## src/rtl/pause_fade.sv

```systemverilog
// pause_fade: pause controller with optional vblank-aligned entry/exit and a
// timed brightness fade while paused.
//
// Ports:
//   clk_sys                  core system clock
//   reset                    synchronous active-high reset
//   user_button[NBTN-1:0]    pause buttons, any rising edge toggles user_paused
//   pause_request            pause held by other logic
//   options[2:0]             [0] pause on OSD, [1] dim enable, [2] vblank-aligned
//   OSD_STATUS               OSD open
//   hs, vs, hbl, vbl         video sync/blank in (vbl also used for alignment)
//   r, g, b                  colour in
//   pause_cpu                CPU halt
//   user_paused              user toggle state
//   dim_level[2:0]           current right-shift applied to colour
//   rgb_out                  registered {r,g,b} after dimming
//   hs_out..vbl_out          sync/blank delayed by one clock to match rgb_out
module pause_fade #(
    parameter int unsigned RW      = 8,
    parameter int unsigned GW      = 8,
    parameter int unsigned BW      = 8,
    parameter int unsigned CLKSPD  = 12,
    parameter int unsigned NBTN    = 2,
    parameter int unsigned DIM_MS  = 10000,
    parameter int unsigned FADE_MS = 250,
    parameter int unsigned MAX_DIM = 3
) (
    input  logic                  clk_sys,
    input  logic                  reset,
    input  logic [NBTN-1:0]       user_button,
    input  logic                  pause_request,
    input  logic [2:0]            options,
    input  logic                  OSD_STATUS,
    input  logic                  hs,
    input  logic                  vs,
    input  logic                  hbl,
    input  logic                  vbl,
    input  logic [RW-1:0]         r,
    input  logic [GW-1:0]         g,
    input  logic [BW-1:0]         b,
    output logic                  pause_cpu,
    output logic                  user_paused,
    output logic [2:0]            dim_level,
    output logic [RW+GW+BW-1:0]   rgb_out,
    output logic                  hs_out,
    output logic                  vs_out,
    output logic                  hbl_out,
    output logic                  vbl_out
);

    localparam int unsigned PreW  = $clog2(CLKSPD * 1000);
    localparam int unsigned DimW  = $clog2(DIM_MS + 2);
    localparam int unsigned StepW = $clog2(FADE_MS + 2);

    localparam logic [PreW-1:0]  PreLast  = PreW'(CLKSPD * 1000 - 1);
    localparam logic [DimW-1:0]  DimSat   = DimW'(DIM_MS);
    localparam logic [StepW-1:0] StepLast = StepW'(FADE_MS - 1);
    localparam logic [2:0]       DimMax   = 3'(MAX_DIM);

    typedef enum logic [1:0] {
        StRun,
        StPendPause,
        StPaused,
        StPendRun
    } state_e;

    state_e            state_q, state_d;
    logic [NBTN-1:0]   btn_last_q;
    logic              user_paused_q;
    logic              vbl_last_q;
    logic [PreW-1:0]   presc_q, presc_d;
    logic [DimW-1:0]   dim_cnt_q, dim_cnt_d;
    logic [StepW-1:0]  step_q, step_d;
    logic [2:0]        level_q, level_d;
    logic [RW+GW+BW-1:0] rgb_q;
    logic              hs_q, vs_q, hbl_q, vbl_q;

    logic btn_rise;
    logic want;
    logic vbl_rise;
    logic dim_active;
    logic ms_tick;

    // Simultaneous edges on several buttons collapse into a single toggle.
    assign btn_rise   = |(user_button & ~btn_last_q);
    assign want       = pause_request | user_paused_q | (OSD_STATUS & options[0]);
    assign vbl_rise   = vbl & ~vbl_last_q;
    assign pause_cpu  = (state_q == StPaused) || (state_q == StPendRun);
    assign dim_active = pause_cpu & options[1];

    always_comb begin
        state_d = state_q;
        unique case (state_q)
            StRun: begin
                if (want) state_d = options[2] ? StPendPause : StPaused;
            end
            StPendPause: begin
                if (!want)                        state_d = StRun;
                else if (!options[2] || vbl_rise) state_d = StPaused;
            end
            StPaused: begin
                if (!want) state_d = options[2] ? StPendRun : StRun;
            end
            StPendRun: begin
                if (want)                         state_d = StPaused;
                else if (!options[2] || vbl_rise) state_d = StRun;
            end
            default: state_d = StRun;
        endcase
    end

    // Dim engine: ms prescaler -> idle counter (saturates) -> step counter.
    // The step counter only starts once the idle counter has saturated, so the
    // first dim step lands FADE_MS after the DIM_MS idle period.
    always_comb begin
        presc_d   = presc_q;
        dim_cnt_d = dim_cnt_q;
        step_d    = step_q;
        level_d   = level_q;
        ms_tick   = 1'b0;
        if (!dim_active) begin
            presc_d   = '0;
            dim_cnt_d = '0;
            step_d    = '0;
            level_d   = '0;
        end else begin
            ms_tick = (presc_q == PreLast);
            presc_d = ms_tick ? '0 : presc_q + 1'b1;
            if (ms_tick) begin
                if (dim_cnt_q != DimSat) begin
                    dim_cnt_d = dim_cnt_q + 1'b1;
                end else if (step_q == StepLast) begin
                    step_d = '0;
                    if (level_q != DimMax) level_d = level_q + 1'b1;
                end else begin
                    step_d = step_q + 1'b1;
                end
            end
        end
    end

    always_ff @(posedge clk_sys) begin
        if (reset) begin
            state_q       <= StRun;
            btn_last_q    <= '0;
            user_paused_q <= 1'b0;
            vbl_last_q    <= 1'b0;
            presc_q       <= '0;
            dim_cnt_q     <= '0;
            step_q        <= '0;
            level_q       <= '0;
            rgb_q         <= '0;
            hs_q          <= 1'b0;
            vs_q          <= 1'b0;
            hbl_q         <= 1'b0;
            vbl_q         <= 1'b0;
        end else begin
            state_q       <= state_d;
            btn_last_q    <= user_button;
            user_paused_q <= user_paused_q ^ btn_rise;
            vbl_last_q    <= vbl;
            presc_q       <= presc_d;
            dim_cnt_q     <= dim_cnt_d;
            step_q        <= step_d;
            level_q       <= level_d;
            rgb_q         <= {r >> level_q, g >> level_q, b >> level_q};
            hs_q          <= hs;
            vs_q          <= vs;
            hbl_q         <= hbl;
            vbl_q         <= vbl;
        end
    end

    assign user_paused = user_paused_q;
    assign dim_level   = level_q;
    assign rgb_out     = rgb_q;
    assign hs_out      = hs_q;
    assign vs_out      = vs_q;
    assign hbl_out     = hbl_q;
    assign vbl_out     = vbl_q;

endmodule

```

## config.mk

```make
export PLATFORM = sky130hd
export DESIGN_NAME = pause_fade
export DESIGN_NICKNAME = d
export VERILOG_FILES = /design/src/rtl/pause_fade.sv
export SDC_FILE = /design/constraint.sdc
export NUM_CORES = 1
export LEC_CHECK = 0
export ABC_AREA = 1
export BUFFER_PORTS_ARGS = -buffer_cell sky130_fd_sc_hd__buf_4
export CAP_MARGIN = 20
export CORE_MARGIN = 10
export CORE_UTILIZATION = 50
export DETAILED_ROUTE_END_ITERATION = 10
export PLACE_DENSITY = 0.8
export SLEW_MARGIN = 20
export SYNTH_ARGS = -nofsm -noshare
export SYNTH_HDL_FRONTEND = slang
export SYNTH_SLANG_ARGS = --single-unit
```

## constraint.sdc

```tcl
create_clock -name clk_sys -period 4.46 [get_ports clk_sys]
set_input_delay 0.892 -clock clk_sys [delete_from_list [all_inputs] [get_ports clk_sys]]
set_output_delay 0.892 -clock clk_sys [all_outputs]
set_load 0.005 [all_outputs]
```

Yosys cells after proc, flatten, opt, wreduce, memory -nomap -nowiden
Index checks and enable logic that the tools add are counted.
{ "word_totals": {"out_inout_bits": 33, "reg_bits": 72} }
{ "classes": {"shift": 3, "n_bitwise": 11, "reduce_logical": 11, "muxes": 10, "addsub": 4, "eq_ne": 11} }
{ "op_table": {"columns": ["cell", "n"], "rows": [
  ["adder 14 x 1 -> 14 bit (second input constant)", 2],
  [">> shifter 8 x 3 -> 8 bit", 3],
  ["2-to-1 mux 2 bit", 8],
  ["== test 14 bit (second input constant)", 1],
  ["!= test 14 bit (second input constant)", 1],
  ["adder 8 x 1 -> 8 bit (second input constant)", 1],
  ["== test 8 bit (second input constant)", 1],
  ["2-to-1 mux 8 bit", 1],
  ["case mux 2 bit (4 select lines)", 1],
  ["AND reduction 4 bit", 2],
  ["!= test 3 x 2 -> 1 bit (second input constant)", 2],
  ["== test 2 bit (second input constant)", 2],
  ["!= test 2 bit (second input constant)", 2],
  ["AND reduction 2 bit", 2],
  ["OR reduction 2 bit", 2],
  ["adder 3 x 1 -> 3 bit (second input constant)", 1],
  ["AND 1 bit", 3],
  ["!= test 3 bit (second input constant)", 1],
  ["NOT 1 bit", 3],
  ["OR reduction 3 bit", 1],
  ["AND 2 bit", 1],
  ["== test 2 x 1 -> 1 bit (second input constant)", 1],
  ["logical NOT 2 bit", 1],
  ["logical OR 1 bit", 2],
  ["4 further kinds", 5]
]} }

Logic depth before layout (Yosys ltp)
Gate-level depths: netlist (run 1).
{ "logic_depth": {"word_depth": 6, "mapped_depth": 11, "depth_no_buf": 10} }

Worst setup path before layout (run 1)
Ideal clock, no wire load.
{ "synth_path": {"path_kind": "input -> register", "startpoint": "input port reset", "endpoint": "register presc_q[4]", "n_path_buf": 2, "arrival_time_ps": 1776, "cell_stages": 7, "path_slack_ps": 2614, "path_cell_list": "buf_2 > inv_1 > nand3_1 > nor2_1 > inv_1 > buf_2 > a21oi_1"} }
{ "synth_between": {"elab_chain_len": 1} }
{ "synth_lines": {"columns": ["element", "line_no", "text"], "rows": [
  ["start: declaration", "29", "input logic reset,"],
  ["OR reduction 3 bit (no source line)", null, null],
  ["end signal: assignment", "162", "presc_q <= presc_d;"],
  ["end: declaration", "71", "logic [PreW-1:0] presc_q, presc_d;"]
]} }
Every way passes these cells.
A chain may end at the register's enable or synchronous reset.

Worst setup path in the final report (run 1)
{ "layout_path": {"startpoint": "register level_q[1], in the netlist dim_level[1]", "endpoint": "output port dim_level[1]"} }
{ "layout_lines": {"columns": ["element", "line_no", "text"], "rows": [
  ["start: declaration", "74", "logic [2:0] level_q, level_d;"],
  ["start signal: assignment", "165", "level_q <= level_d;"],
  ["end: declaration", "43", "output logic [2:0] dim_level,"]
]} }
No word-level cell between the ends.

==> results of run 1 <==
[per-stage QoR]
stage	util, %	hold WS, ns
after floorplan	-	0.430
after global placement	59.6	0.443
after detailed placement	59.6	0.466
after CTS	62.2	0.484
after global routing	62.2	0.525
final	62.2	0.487
[worst max path at each step]
stage | cells past startpoint | slack, ns | start | end
after floorplan | 7 | 2.61 | reset | presc_q[4]
after global placement | 7 | 2.33 | reset | presc_q[2]
after detailed placement | 7 | 2.26 | reset | presc_q[2]
after CTS | 1 | 2.34 | dim_level[1] | dim_level[1]
after global routing | 1 | 2.30 | dim_level[1] | dim_level[1]
final | 1 | 2.33 | dim_level[1] | dim_level[1]
[layout by cell type, fill, tap and decap left out, types with 3 or more instances in the layout]
| cell | Yosys | layout |
|---|---|---|
| a21oi_1 | 30 | 30 |
| ha_1 | 7 | 7 |
| nand3b_1 | 3 | 3 |
| dfxtp_1 | 72 | 72 |
| clkbuf_8 | 0 | 10 |
| inv_1 | 62 | 62 |
| nand2_1 | 178 | 178 |
| nand4_1 | 7 | 7 |
| o21ai_0 | 24 | 24 |
| buf_4 | 1 | 72 |
| nand3_1 | 56 | 56 |
| mux2i_1 | 12 | 12 |
| nor2_1 | 93 | 93 |
| nor3_1 | 3 | 3 |
| xor2_1 | 12 | 12 |
[cells in the mapped netlist]
cell type	count
o22ai_1	1
nor2_4	2
nand2_1	178
nand3_1	56
nand4_1	7
o21ai_0	24
inv_2	1
dfxtp_1	72
nand3b_1	3
o211ai_1	1
ha_1	7
a21oi_1	30
clkbuf_1	11
buf_2	9
buf_6	1
nand2_2	2
nor2_2	2
mux2i_1	12
nor2_1	93
inv_1	62
nor3b_1	1
xor2_1	12
xnor2_1	1
o21bai_1	1
nor3_1	3
buf_4	1
[final cells by class]
cell class                 count  area share, %
clock inverter                 4           1.20
tap                           99           2.70
inverter                      63           5.16
clock buffer                  11           3.08
sequential                    72           31.4
timing repair buffer          72           11.8
multi-input combinational    436           44.6
[routing by layer]
layer  up-vias  global-route usage [%]  share of wire, %  wire (um)
li1       1981                       -                 -          -
met1      1743                    20.2                43       4260
met2        95                    29.2                50       4900
met3        12                    4.55               5.8        573
met4         0                    6.49               1.5        148
met5         -                       0                 0          0
[registers in the layout, indices dropped and copies added (netlist names), 2 cells and up]
| name | count |
|---|---|
| dim_cnt_q | 14 |
| dim_level | 3 |
| rgb_out | 24 |
| presc_q | 14 |
| btn_last_q | 2 |
| state_q | 2 |
| step_q | 8 |
[kinds of logic after synthesis]
group | Yosys count | synth area share (%)
buffers and inverters | 85 | 8.92
AND/OR/NAND/NOR | 347 | 37.4
adder cells (fa/ha/maj) | 7 | 2.29
flip-flops | 72 | 37.6
XOR/XNOR | 13 | 2.97
multiplexers | 12 | 3.14
AO/OA/AOI/OAI | 57 | 7.61
[report_power, final]
part / leakage, nW / switching [mW] / internal, mW
clock network: 0.0956 / 0.252 / 0.273
registers: 0.589 / 0.0122 / 0.665
logic: 1.32 / 0.0756 / 0.0690
==> out/metrics.yaml, run 1 <==
sta:
  fin_worst_skew_ns: 0.00774
  worst_slack_ns: 2.33
  setup_violations: 0
  setup_tns_ns: 0
  tightest_slew_ns: 0.799
  max-slew-margin-rel_pct: 46.7
  fmax_ghz: 0.470
  rsz0062_at_grt: "false"
  min_period_ns: 2.13
  drv_slew: 0
  fin_crit_sh_pct: 47.7
  hold_viol_final: 0
floorplanning:
  coreArea_um2: 7370
  ioPinCount: 70
  die_w_um: 108
  die_area_um2: 11600
  die_h_um: 108
  initial_utilization_pct: 52.0
  num_rows: 31
synth:
  postSynthCellCount: 593
  synth_top_area_share_pct: 37.6
  synth_area_leaders: "dfxtp_1, nand2_1, nor2_1, nand3_1, inv_1"
  ys_seq_elements: 72
  syn_area_um2: 3830
  ys_types: 26
  yosysSeqAreaShare_pct: 37.6
  postSynthAreaPerCell_um2: 6.46
  yosys.area.top_type: "dfxtp_1"
  yosysWarnings: 0
  synth_nets: 637
finish:
  antennaDiodeCount: 0
  final_cells: 757
  multi_input_area_um2: 2050
  n_fill_cell: 693
  syn_to_final_growth_pct: 19.7
  finalNetCount: 698
  final-seq-area_um2: 1440
  final_layout_size_suffix_gt1_share_pct: 14.1
  final_area_um2: 4590
place:
  gp_congestion: 0.929
  portBuffers: 69
  dp_cells: 742
  place_hpwl_um: 7340
  dpl_cell_area_um2: 4390
  pre_cts_ws_ns: 2.26
critical_path:
  cp-end-kind: "output port"
  reg2reg_slack_ns: 2.62
  path_buf_inv: 1
  max_stage_delay_ns: 0.67
  crit_fanout: 16
  cp_top_family: "flip-flops"
  worstPathRequired_ns: 3.57
  r2r_cells: 8
  reg2reg_to: "presc_q[2]"
  crit_type: "reg2out"
  worstSetupStartpointType: "flop"
  r2r_start: "presc_q[0]"
  cp.arrival_ns: 1.24
  path_cells: "buf_4"
  cpMaxStageDelayCell: "dfxtp_1"
global_route:
  grt_overflow: 0
  grt_max_degree: 31
  grt_pass1_vias: 3781
  antenna_found_initial: 0
  grt_use_total_pct: 17.2
  grt_pass1_wl_um: 16700
clock_tree:
  clk_latency_ns: 0.36
  cts_root_buf: "clkbuf_8"
  cts_tree: "built"
  clock_path_buffers: 2
  cts_made_buffers: 9
  clk_transition_reported_paths_ns: 0.08
  postCtsResizedCells: 0
  cts.sinks: 72
  cts_setup_buffers: 0
  h-tree-depth: 3
  ctsHoldBuffers: 0
route:
  first_iter_violations: 304
  drc: 0
  vias: 3831
  drt-vias-per-instance: 5.06
  ant_nets: 0
  routedWlPerCell_um: 13.1
  firstDrtPassIters: 5
  drt_wl_total_um: 9880
worst_hold_path:
  min_from: "presc_q[0]"
  hold_path_end: "presc_q[0]"
  hp-class: "reg2reg"
  hold_depth: 1
power_and_ir_drop:
  p_total_mw: 1.35
  power_density_nw_per_um2: 294
  p_leak_nw: 2.01
  irDropWorstVdd_uv: 163
job:
  max-cap-violations: 0
outcome:
  status: "finished, final reports clean"
Power figures use the tool's default switching activity.
==> run 2, diff against run 1 <==
--- a/config.mk
+++ b/config.mk
@@ -11,7 +11,7 @@
 export CORE_MARGIN = 10
 export CORE_UTILIZATION = 50
 export DETAILED_ROUTE_END_ITERATION = 10
-export PLACE_DENSITY = 0.8
+export PLACE_DENSITY = 0.83
 export SLEW_MARGIN = 20
 export SYNTH_ARGS = -nofsm -noshare
 export SYNTH_HDL_FRONTEND = slang
==> constraint.sdc (replaced) <==
create_clock -name clk_sys -period 1.8 [get_ports clk_sys]
set_input_delay 0.36 -clock clk_sys [delete_from_list [all_inputs] [get_ports clk_sys]]
set_output_delay 0.36 -clock clk_sys [all_outputs]
set_load 0.005 [all_outputs]
==> out/metrics.yaml, run 2 (same netlist as run 1, synthesis figures left out) <==
route:
  drt_wl_total_um: 9710  # was 9880 um
  firstDrtPassIters: 5  # unchanged
  first_iter_violations: 284  # was 304
  drc: 0  # unchanged
  routedWlPerCell_um: 12.7  # was 13.1 um
  ant_nets: 0  # unchanged
  vias: 3881  # was 3831
  drt-vias-per-instance: 5.09  # was 5.06
clock_tree:
  h-tree-depth: 3  # unchanged
  cts_setup_buffers: 0  # unchanged
  clk_latency_ns: 0.36  # about the same
  cts_made_buffers: 9  # unchanged
  postCtsResizedCells: 0  # unchanged
  clk_transition_reported_paths_ns: 0.08  # about the same
  cts.sinks: 72  # unchanged
  clock_path_buffers: 2  # unchanged
  cts_tree: "built"  # unchanged
  ctsHoldBuffers: 0  # unchanged
  cts_root_buf: "clkbuf_8"  # unchanged
global_route:
  grt_pass1_wl_um: 16100  # was 16700 um
  grt_max_degree: 30  # was 31
  grt_use_total_pct: 16.5  # was 17.2%
  antenna_found_initial: 0  # unchanged
  grt_pass1_vias: 3627  # was 3781
  grt_overflow: 0  # unchanged
critical_path:
  crit_fanout: 14  # was 16
  path_cells: "ha_1 > nand2_1 > nor2_2 > nand3_1 > nor2_1 > nand2_2 > nand2_1 > a21oi_1"  # was buf_4
  crit_type: "reg2reg"  # was reg2out
  worstSetupStartpointType: "flop"  # unchanged
  cp.arrival_ns: 1.89  # was 1.24 ns
  max_stage_delay_ns: 0.37  # was 0.67 ns
  reg2reg_slack_ns: 0.15  # was 2.62 ns
  worstPathRequired_ns: 2.04  # was 3.57 ns
  cpMaxStageDelayCell: "dfxtp_1"  # unchanged
  cp-end-kind: "flop"  # was output port
  cp_common_cell: "nand2_1"
outcome:
  status: "finished, final reports clean"  # unchanged
sta:
  rsz0062_at_grt: "true"  # was false
  hold_slack_ns: 0.201  # was 0.487 ns
  fin_crit_sh_pct: 91.8
  max-slew-margin-rel_pct: 67.7  # was 46.7%
  min_period_ns: 1.65
  fin_worst_skew_ns: 0.0132  # was 0.00774 ns
  fmax_ghz: 0.605
  tightest_slew_ns: 0.483  # was 0.799 ns
  drv_slew: 0  # unchanged
  hold_viol_final: 0  # unchanged
  setup_violations: 0  # unchanged
  worst_slack_ns: 0.147  # was 2.33 ns
finish:
  final_common_cell: "nand2_1"  # unchanged
  final_layout_size_suffix_gt1_share_pct: 15.2  # was 14.1%
  syn_to_final_growth_pct: 20.7  # was 19.7%
  layout_common_cells: "nand2_1, nor2_1, buf_4, dfxtp_1, inv_1"  # was nand2_1, nor2_1, dfxtp_1, buf_4, inv_1
  final_area_um2: 4620  # was 4590 um^2
  n_fill_cell: 663  # was 693
  finalNetCount: 702  # was 698
  antennaDiodeCount: 0  # unchanged
  largest_register_ffs: 24  # unchanged
  final_cells: 762  # was 757
place:
  place_hpwl_um: 7290  # was 7340 um
  dpl_cell_area_um2: 4420  # was 4390 um^2
  gp_congestion: 0.895  # was 0.929
  portBuffers: 69  # unchanged
  pre_cts_ws_ns: 0.0542  # was 2.26 ns
  dp_cells: 746  # was 742
power_and_ir_drop:
  p_int_mw: 2.47  # was 1.01 mW
  irDropWorstVdd_uv: 460  # was 163 uV
  power_density_nw_per_um2: 731  # was 294 nW/um^2
  netSwitchingPower_uw: 906  # was 339 uW
  clkPwrFrac_pct: 39.7  # was 39.0%
  combPwrFrac_pct: 10.7  # about the same
  seqPwrFrac_pct: 49.6  # was 50.3%
  p_leak_nw: 2.04  # was 2.01 nW
  p_total_mw: 3.38  # was 1.35 mW
  netSwitchingFraction_pct: 26.8  # was 25.2%
worst_hold_path:
  hp-class: "in2reg"  # was reg2reg
floorplanning:
  die_h_um: 108  # unchanged
  ioPinCount: 70  # unchanged
  coreArea_um2: 7370  # unchanged
  num_rows: 31  # unchanged
  die_w_um: 108  # unchanged
  die_area_um2: 11600  # unchanged
  initial_utilization_pct: 52.0  # unchanged
job:
  max-cap-violations: 0  # unchanged
==> run 2: final timing paths <==
path                                 start            end  cells past startpoint
worst min register to register  presc_q[0]     presc_q[0]                      1
worst max-delay path            presc_q[0]  dim_cnt_q[10]                      8
worst min-delay path                    vs         vs_out                      3
worst max register to register  presc_q[0]  dim_cnt_q[10]                      8
==> run 2: layout make-up <==
type / instances / area (um^2) / share of cell area [%]
Multi-Input combinational cell: 436 / 2050 / 44.3
Tap cell: 99 / 124 / 2.68
Inverter: 63 / 236 / 5.11
Timing Repair Buffer: 76 / 571 / 12.3
Clock buffer: 9 / 124 / 2.68
Clock inverter: 7 / 78.8 / 1.70
Sequential cell: 72 / 1440 / 31.2
==> run 2: critical path, delay by kind of cell (launching register included) <==
kind,cells,cell delay (ns)
simple gates,6,0.90
compound gates,1,0.06
flops,1,0.37
fa+ha+maj,1,0.20
==> run 2: stage by stage <==
| stage | utilization, % | setup TNS [ns] |
|---|---|---|
| 6_report | 62.8 | 0 |
| 5_1_grt | 62.8 | -0.182 |
| 4_1_cts | 62.7 | 0 |
| 3_5_place_dp | 60.0 | 0 |
| 3_3_place_gp | 60.0 | 0 |
| 2_1_floorplan | - | 0 |
==> run 2: layer usage <==
metal,share of wire (%),up-vias,global-route usage [%],wire length [um]
li1,-,1987,-,-
met1,43,1744,19.4,4150
met2,49,126,27.8,4780
met3,5.4,24,3.59,526
met4,2.6,0,8.11,255
met5,0,-,0,0
==> run 2: power by group through the flow <==
stage,Combinational (mW),Sequential [mW],Clock [mW]
global route,0.412,1.68,1.42
CTS,0.363,1.68,1.34
floorplan,0.182,1.71,0
detailed placement,0.361,1.71,0
global placement,0.350,1.71,0
finish,0.362,1.68,1.34
